--- src/rtl/dual_ram_pkg.sv ---
// Shared widths and the port-index type for the dual-requester RAM arbiter.
package dual_ram_pkg;
    localparam int ADDR_W = 10;
    localparam int DATA_W = 8;
    localparam int CNT_W  = 16;

    typedef enum logic {
        PORT0 = 1'b0,
        PORT1 = 1'b1
    } port_idx_t;
endpackage

--- src/rtl/dual_ram_pick.sv ---
// Combinational conflict detection and winner selection for two requesters.
module dual_ram_pick
    import dual_ram_pkg::*;
(
    input  logic              req0,
    input  logic              req1,
    input  logic              we0,
    input  logic              we1,
    input  logic [ADDR_W-1:0] addr0,
    input  logic [ADDR_W-1:0] addr1,
    input  port_idx_t         ptr,
    output logic              gnt0,
    output logic              gnt1,
    output logic              conflict
);
    // Same-address read-read is harmless; any write on a shared address is not.
    assign conflict = req0 & req1 & (addr0 == addr1) & (we0 | we1);
    assign gnt0     = req0 & ~(conflict & (ptr == PORT1));
    assign gnt1     = req1 & ~(conflict & (ptr == PORT0));
endmodule

--- src/rtl/dual_ram_arbiter.sv ---
// Two-requester front end for a dual-port RAM; requester 0 drives port 1, requester 1 port 2.
// Define DRAM_ARB_RR_EN for round-robin conflict resolution (default: port 0 always wins).
module dual_ram_arbiter
    import dual_ram_pkg::*;
(
    input  logic              clk,
    input  logic              rst_n,
    input  logic              req0,
    input  logic              req1,
    input  logic              we0,
    input  logic              we1,
    input  logic [ADDR_W-1:0] addr0,
    input  logic [ADDR_W-1:0] addr1,
    input  logic [DATA_W-1:0] wdata0,
    input  logic [DATA_W-1:0] wdata1,
    output logic              gnt0,
    output logic              gnt1,
    output logic              rvalid0,
    output logic              rvalid1,
    output logic [DATA_W-1:0] rdata0,
    output logic [DATA_W-1:0] rdata1,
    output logic              ram_we1,
    output logic              ram_we2,
    output logic [ADDR_W-1:0] ram_addr1,
    output logic [ADDR_W-1:0] ram_addr2,
    output logic [DATA_W-1:0] ram_din1,
    output logic [DATA_W-1:0] ram_din2,
    input  logic [DATA_W-1:0] ram_dout1,
    input  logic [DATA_W-1:0] ram_dout2,
    output logic [CNT_W-1:0]  conflict_cnt
);
    port_idx_t         ptr;
    logic              pick_gnt0;
    logic              pick_gnt1;
    logic              conflict;
    logic              rvalid0_q;
    logic              rvalid1_q;
    logic [ADDR_W-1:0] addr1_q;
    logic [ADDR_W-1:0] addr2_q;
    logic [DATA_W-1:0] din1_q;
    logic [DATA_W-1:0] din2_q;
    logic [CNT_W-1:0]  cnt_q;
    logic [CNT_W-1:0]  cnt_d;

    dual_ram_pick u_pick (
        .req0     (req0),
        .req1     (req1),
        .we0      (we0),
        .we1      (we1),
        .addr0    (addr0),
        .addr1    (addr1),
        .ptr      (ptr),
        .gnt0     (pick_gnt0),
        .gnt1     (pick_gnt1),
        .conflict (conflict)
    );

`ifdef DRAM_ARB_RR_EN
    port_idx_t ptr_q;
    port_idx_t ptr_d;

    // The loser of a conflict is favoured next time; ordinary cycles leave it alone.
    always_comb begin
        ptr_d = ptr_q;
        if (conflict) begin
            ptr_d = (ptr_q == PORT0) ? PORT1 : PORT0;
        end
    end

    always_ff @(posedge clk) begin
        if (!rst_n) begin
            ptr_q <= PORT0;
        end else begin
            ptr_q <= ptr_d;
        end
    end

    assign ptr = ptr_q;
`else
    assign ptr = PORT0;
`endif

    assign gnt0 = pick_gnt0 & rst_n;
    assign gnt1 = pick_gnt1 & rst_n;

    // Address/data lines park on the last granted access when idle.
    assign ram_we1   = gnt0 & we0;
    assign ram_we2   = gnt1 & we1;
    assign ram_addr1 = gnt0 ? addr0  : addr1_q;
    assign ram_addr2 = gnt1 ? addr1  : addr2_q;
    assign ram_din1  = gnt0 ? wdata0 : din1_q;
    assign ram_din2  = gnt1 ? wdata1 : din2_q;

    assign cnt_d = (conflict && (cnt_q != {CNT_W{1'b1}})) ? cnt_q + 1'b1 : cnt_q;

    always_ff @(posedge clk) begin
        if (!rst_n) begin
            rvalid0_q <= 1'b0;
            rvalid1_q <= 1'b0;
            addr1_q   <= '0;
            addr2_q   <= '0;
            din1_q    <= '0;
            din2_q    <= '0;
            cnt_q     <= '0;
        end else begin
            rvalid0_q <= gnt0 & ~we0;
            rvalid1_q <= gnt1 & ~we1;
            addr1_q   <= ram_addr1;
            addr2_q   <= ram_addr2;
            din1_q    <= ram_din1;
            din2_q    <= ram_din2;
            cnt_q     <= cnt_d;
        end
    end

    assign rvalid0      = rvalid0_q;
    assign rvalid1      = rvalid1_q;
    assign rdata0       = ram_dout1;
    assign rdata1       = ram_dout2;
    assign conflict_cnt = cnt_q;
endmodule

--- config.mk ---
export PLATFORM = sky130hd
export DESIGN_NAME = dual_ram_arbiter
export DESIGN_NICKNAME = d
export VERILOG_FILES = /design/src/rtl/dual_ram_pkg.sv /design/src/rtl/dual_ram_pick.sv /design/src/rtl/dual_ram_arbiter.sv
export SDC_FILE = /design/constraint.sdc
export NUM_CORES = 1
export LEC_CHECK = 0
export ABC_AREA = 1
export BUFFER_PORTS_ARGS = -buffer_cell sky130_fd_sc_hd__buf_2
export CAP_MARGIN = 20
export CORE_UTILIZATION = 35
export DETAILED_ROUTE_END_ITERATION = 8
export PLACE_DENSITY = 0.63
export SYNTH_ARGS = -nofsm -noshare
export SYNTH_HDL_FRONTEND = slang
export SYNTH_SLANG_ARGS = --single-unit
--- constraint.sdc ---
create_clock -name clk -period 1.4 [get_ports clk]
set_input_delay 0.14 -clock clk [delete_from_list [all_inputs] [get_ports clk]]
set_output_delay 0.14 -clock clk [all_outputs]
set_load 0.01 [all_outputs]
; Word level (Yosys, flattened, before mapping)
; Index checks and enable logic that the tools add are counted.
[op_classes]
n_addsub = 1
n_reduce_logical = 1
n_bitwise = 14
n_mux = 4
eq_ne = 2
[ops]
columns = operator, count
row1 = two-way mux 10 bit, 2
row2 = "adder 16 x 1 -> 16 bit, second input constant", 1
row3 = two-way mux 8 bit, 2
row4 = "inequality test 16 bit, second input constant", 1
row5 = AND 1 bit, 10
row6 = == test 10 bit, 1
row7 = NOT 1 bit, 3
row8 = logical AND 1 bit, 1
row9 = OR 1 bit, 1
[word_totals]
output_inout_bits = 74
register_bits = 54
inputBits = 58
elab_cells = 29

; Depth between registers and ports, before layout
[depth]
ltp_word = 7
depth_mapped = 11
depth_no_buf = 11

; Modules after synthesis
; A second synthesis with hierarchy kept.
[unflattened]
cells_unflattened = 459
hier_area_um2 = 3010.4
[modules_own_cells]
columns = mod, seq_area_each_um2, cells_per_inst, area_per_inst_um2, n_inst
row1 = dual_ram_arbiter, 1081.0, 388, 2708.8, 1
row2 = dual_ram_pick, 0.0, 71, 301.5, 1

; Least setup slack after synthesis
; No wires, ideal clock.
[synth_path]
path_kind = register to register
start = register cnt_q[0], in the netlist conflict_cnt[0]
end = register cnt_q[10], in the netlist conflict_cnt[10]
n_path_buf = 1
setup_ns = 0.137
slack_ns = -0.184
synth_period_minus_slack_ns = 1.584
path_stages_with_launch = 10
arrival_ns = 1.447
required_ns = 1.263
cell_sequence = dfxtp_1 -> ha_1 -> nand2_1 -> nor2_1 -> nand4_1 -> buf_2 -> nand4_1 -> nand2_1 -> nand2_1 -> nor2_1
[synth_between]
elab_chain_len = 2
word_cells_on_any_way = 3
cone_classes = add/sub (1) / eq/ne (1) / reduce/logical (1)
[synth_lines]
columns = item, line_no
row1 = start: declaration, dual_ram_arbiter.sv:42  ; logic [CNT_W-1:0] cnt_q;
row2 = start signal: assignment, dual_ram_arbiter.sv:112  ; cnt_q <= cnt_d;
row3 = "parallel branches: the longest is 2 deep, another holds adder 16 x 1 -> 16 bit", --
; Parallel ways; which one is timed is not known.
; A chain may end at the register's enable or synchronous reset.

; Final worst setup path
[layout_path]
start = input addr1[3]
end = output ram_din2[4]
[layout_between]
elab_chain_len = 7
[layout_lines]
columns = item, line_no
row1 = start: declaration, dual_ram_arbiter.sv:13  ; input logic [ADDR_W-1:0] addr1,
row2 = == test 10 bit, dual_ram_pick.sv:17  ; assign conflict = req0 & req1 & (addr0 == addr1) & (we0 | we1);
row3 = AND 1 bit (2 in series), dual_ram_pick.sv:17
row4 = NOT 1 bit, dual_ram_pick.sv:19  ; assign gnt1 = req1 & ~(conflict & (ptr == PORT0));
row5 = AND 1 bit, dual_ram_pick.sv:19
row6 = AND 1 bit, dual_ram_arbiter.sv:84  ; assign gnt1 = pick_gnt1 & rst_n;
row7 = two-way mux 8 bit, dual_ram_arbiter.sv:92  ; assign ram_din2 = gnt1 ? wdata1 : din2_q;
row8 = end: declaration, dual_ram_arbiter.sv:27  ; output logic [DATA_W-1:0] ram_din2,
; Every way passes these cells.

==> reports/summary.txt <==
status: finished with violations
violated checks: negative setup slack
Die Area: 9170 µm²
Reg power frac: 0.486
via count: 3337
number of global-route vias before repair: 2870
peak supply drop: 0.366 mV
DR WL/cell: 12.3 µm
CP Launch Type: input pin
area of the mapped netlist: 3080 µm²
clock share of power: 0.267
Synth Flop Type: dfxtp_1
# H-tree levels: 2
row cnt: 33
RSZ-0062 raised after global routing: yes
min Tclk post-route: 1460 ps
setup tns final: -945 ps
Net Switching: 0.984 mW
Final GP Congestion: 0.861
syn nets: 517
crit path capture type: output pin
critical path fanouts, max: 5
Max Clock Skew: 10.7 ps
final antenna-violating net count: 0
Reg clk slew, reported paths: 110 ps
max-cap violations: 0
drt via density: 4.68
GRT Total Usage: 0.180
clk sinks: 54
max frequency: 0.684 GHz
DRC: 0
placed inst area: 4030 µm²
most numerous cell in the Yosys netlist: nand2_1
slew margin rel.: 0.847
Clock Latency Late Sink: 300 ps
Initial DRC Count: 168
Core ar.: 8340 µm²
largest net degree at the start of global routing: 40
cell taking the most area after synthesis: dfxtp_1
Internal: 2.35 mW
Mean Syn Cell Area: 6.71 µm²
critical path class: input pin to output pin
share of cells above drive strength 1: 0.484
total chip power: 3.34 mW
post-layout util: 0.574
CTS Buf Count: 5
die height: 95.7 µm
crit-path most repeated cell: nor2_2
YS warnings: 0
Final Cycle Share: 1.04
final WL: 8760 µm
post-DP HPWL: 6090 µm
CTS tree: yes
EDFF count, synth: 0
measured slew at the worst slew-check pin: 228 ps
Switching Fraction: 0.295
cell area after layout: 4790 µm²
slack of the critical path: -62.6 ps
most frequent cells after synthesis: nand2_1 (96), inv_1 (73), nor2_1 (60)
antenna violations before repair: 0
CP max stage cell: clkbuf_16
Cell Chain, Critical Path: buf_8 -> inv_4 -> nor2_2 -> nor2_2 -> nand2_2 -> nor2_4 -> nand3_4 -> nand2_8 -> clkbuf_16 -> nand2_4 -> nand2_1 -> buf_2
hold slack: 114 ps
Area Overhead vs Synth: 55.6%
maximum clock path buffer count: 2
Distinct cells, synth: 29
synthesized flop and latch total: 54
Async S/R FF share, synth: 0
first-pass GRT wire length: 12800 µm
Crit path largest cell delay: 170 ps
Synth area leaders: dfxtp_1 (35%), nand2_1 (12%), inv_1 (8.9%)
Data required, critical path: 1260 ps
final hold viol count: 0
leakage power: 2.39 nW
Final setup viols: 29
Port Buf Inserts: 99
Post-layout nets: 666
num ports: 132
Mapped Cells: 458
TritonRoute pass-1 iters: 4
Hold Path Class: input pin to flip-flop
post-synthesis sequential area ratio: 0.352
CP Data Arrival Time: 1320 ps
grt total ovfl: 0
diodes inserted: 0
Clock Tree Root: clkbuf_8
Yosys top cell area share: 0.352
Logic pwr share: 0.248
Pwr per Cell Area: 697 nW/µm²
Die X: 95.7 µm
max-slew violations: 0
starting density of the core: 0.369
[flip-flops by register name, summed over array words and instances, names as in the netlist]
register / cells
rvalid0: 1
rvalid1: 1
addr2_q: 10
din2_q: 8
conflict_cnt: 16
din1_q: 8
addr1_q: 10
[metrics by stage]
| step | std cells | setup slack (ps) |
|---|---|---|
| 2_1_floorplan | 458 | -2.19 |
| 3_3_place_gp | 687 | -35.7 |
| 3_5_place_dp | 687 | -73.8 |
| 4_1_cts | 700 | -28.3 |
| 5_1_grt | 713 | -199 |
| 6_report | 713 | -62.6 |
[placed cells by master (no fill, tap or decap), drive strengths merged, types with 4 or more instances in the layout]
cell type,Yosys,layout
buf,28,172
nand2,115,115
inv,73,73
nor2,64,64
dfxtp,54,54
a21oi,42,42
nand3,27,27
a211oi,18,18
nand4,16,16
clkbuf,6,8
o21ai,6,6
clkinv,2,4
[per-layer routing]
layer  track usage  share of wire
met1         0.236           0.45
met2         0.289           0.47
met3        0.0411          0.063
met4        0.0659          0.014
met5             0              0
[layout make-up]
cell class,count,area (µm²)
clock buffers,6,72.6
clock inverters,2,13.8
fillers,760,3550
inverters,75,289
multi-input cells,295,1810
flip-flops and latches,54,1100
well taps,105,131
repair buffers,176,1370
[power groups by stage]
stage	Clock (mW)	Combinational (mW)	Sequential [mW]
CTS	0.925	0.681	1.62
global placement	0	0.651	1.65
finish	0.890	0.827	1.62
global route	1.02	0.898	1.63
detailed placement	0	0.658	1.65
floorplan	0	0.412	1.65
[cell families after synthesis]
kind of cell / synth area share
AOI/OAI and AO/OA: 0.146
xor gates and xnor gates: 0.00285
adders and majority gates: 0.00407
buffers and inverters: 0.166
DFF: 0.352
and+or+nand+nor: 0.330
[critical path, delay by kind of cell]
kind	cells	cell delay (ps)
AND/OR/NAND/NOR	8	740
buffers and inverters	4	440
[worst paths after layout]
path | start | depth (start not counted) | endpoint | slack (ps)
setup / recovery | addr1[3] | 12 | ram_din2[4] | -60
hold / removal | wdata1[5] | 3 | din2_q[5] | 110
setup reg to reg | conflict_cnt[0] | 9 | conflict_cnt[8] | -50
hold reg to reg | addr1_q[6] | 2 | addr1_q[6] | 470
[what timing repair did]
item	4_1_cts	5_1_grt
gates cloned	1	2
resized for setup	20	121
buffers inserted	2	11
endpoints found under the hold margin	2	0
pin swaps	18	31
hold buffers	2	0
setup endpoints to repair	31	36
Note: power is estimated with default switching activity, not from simulation.
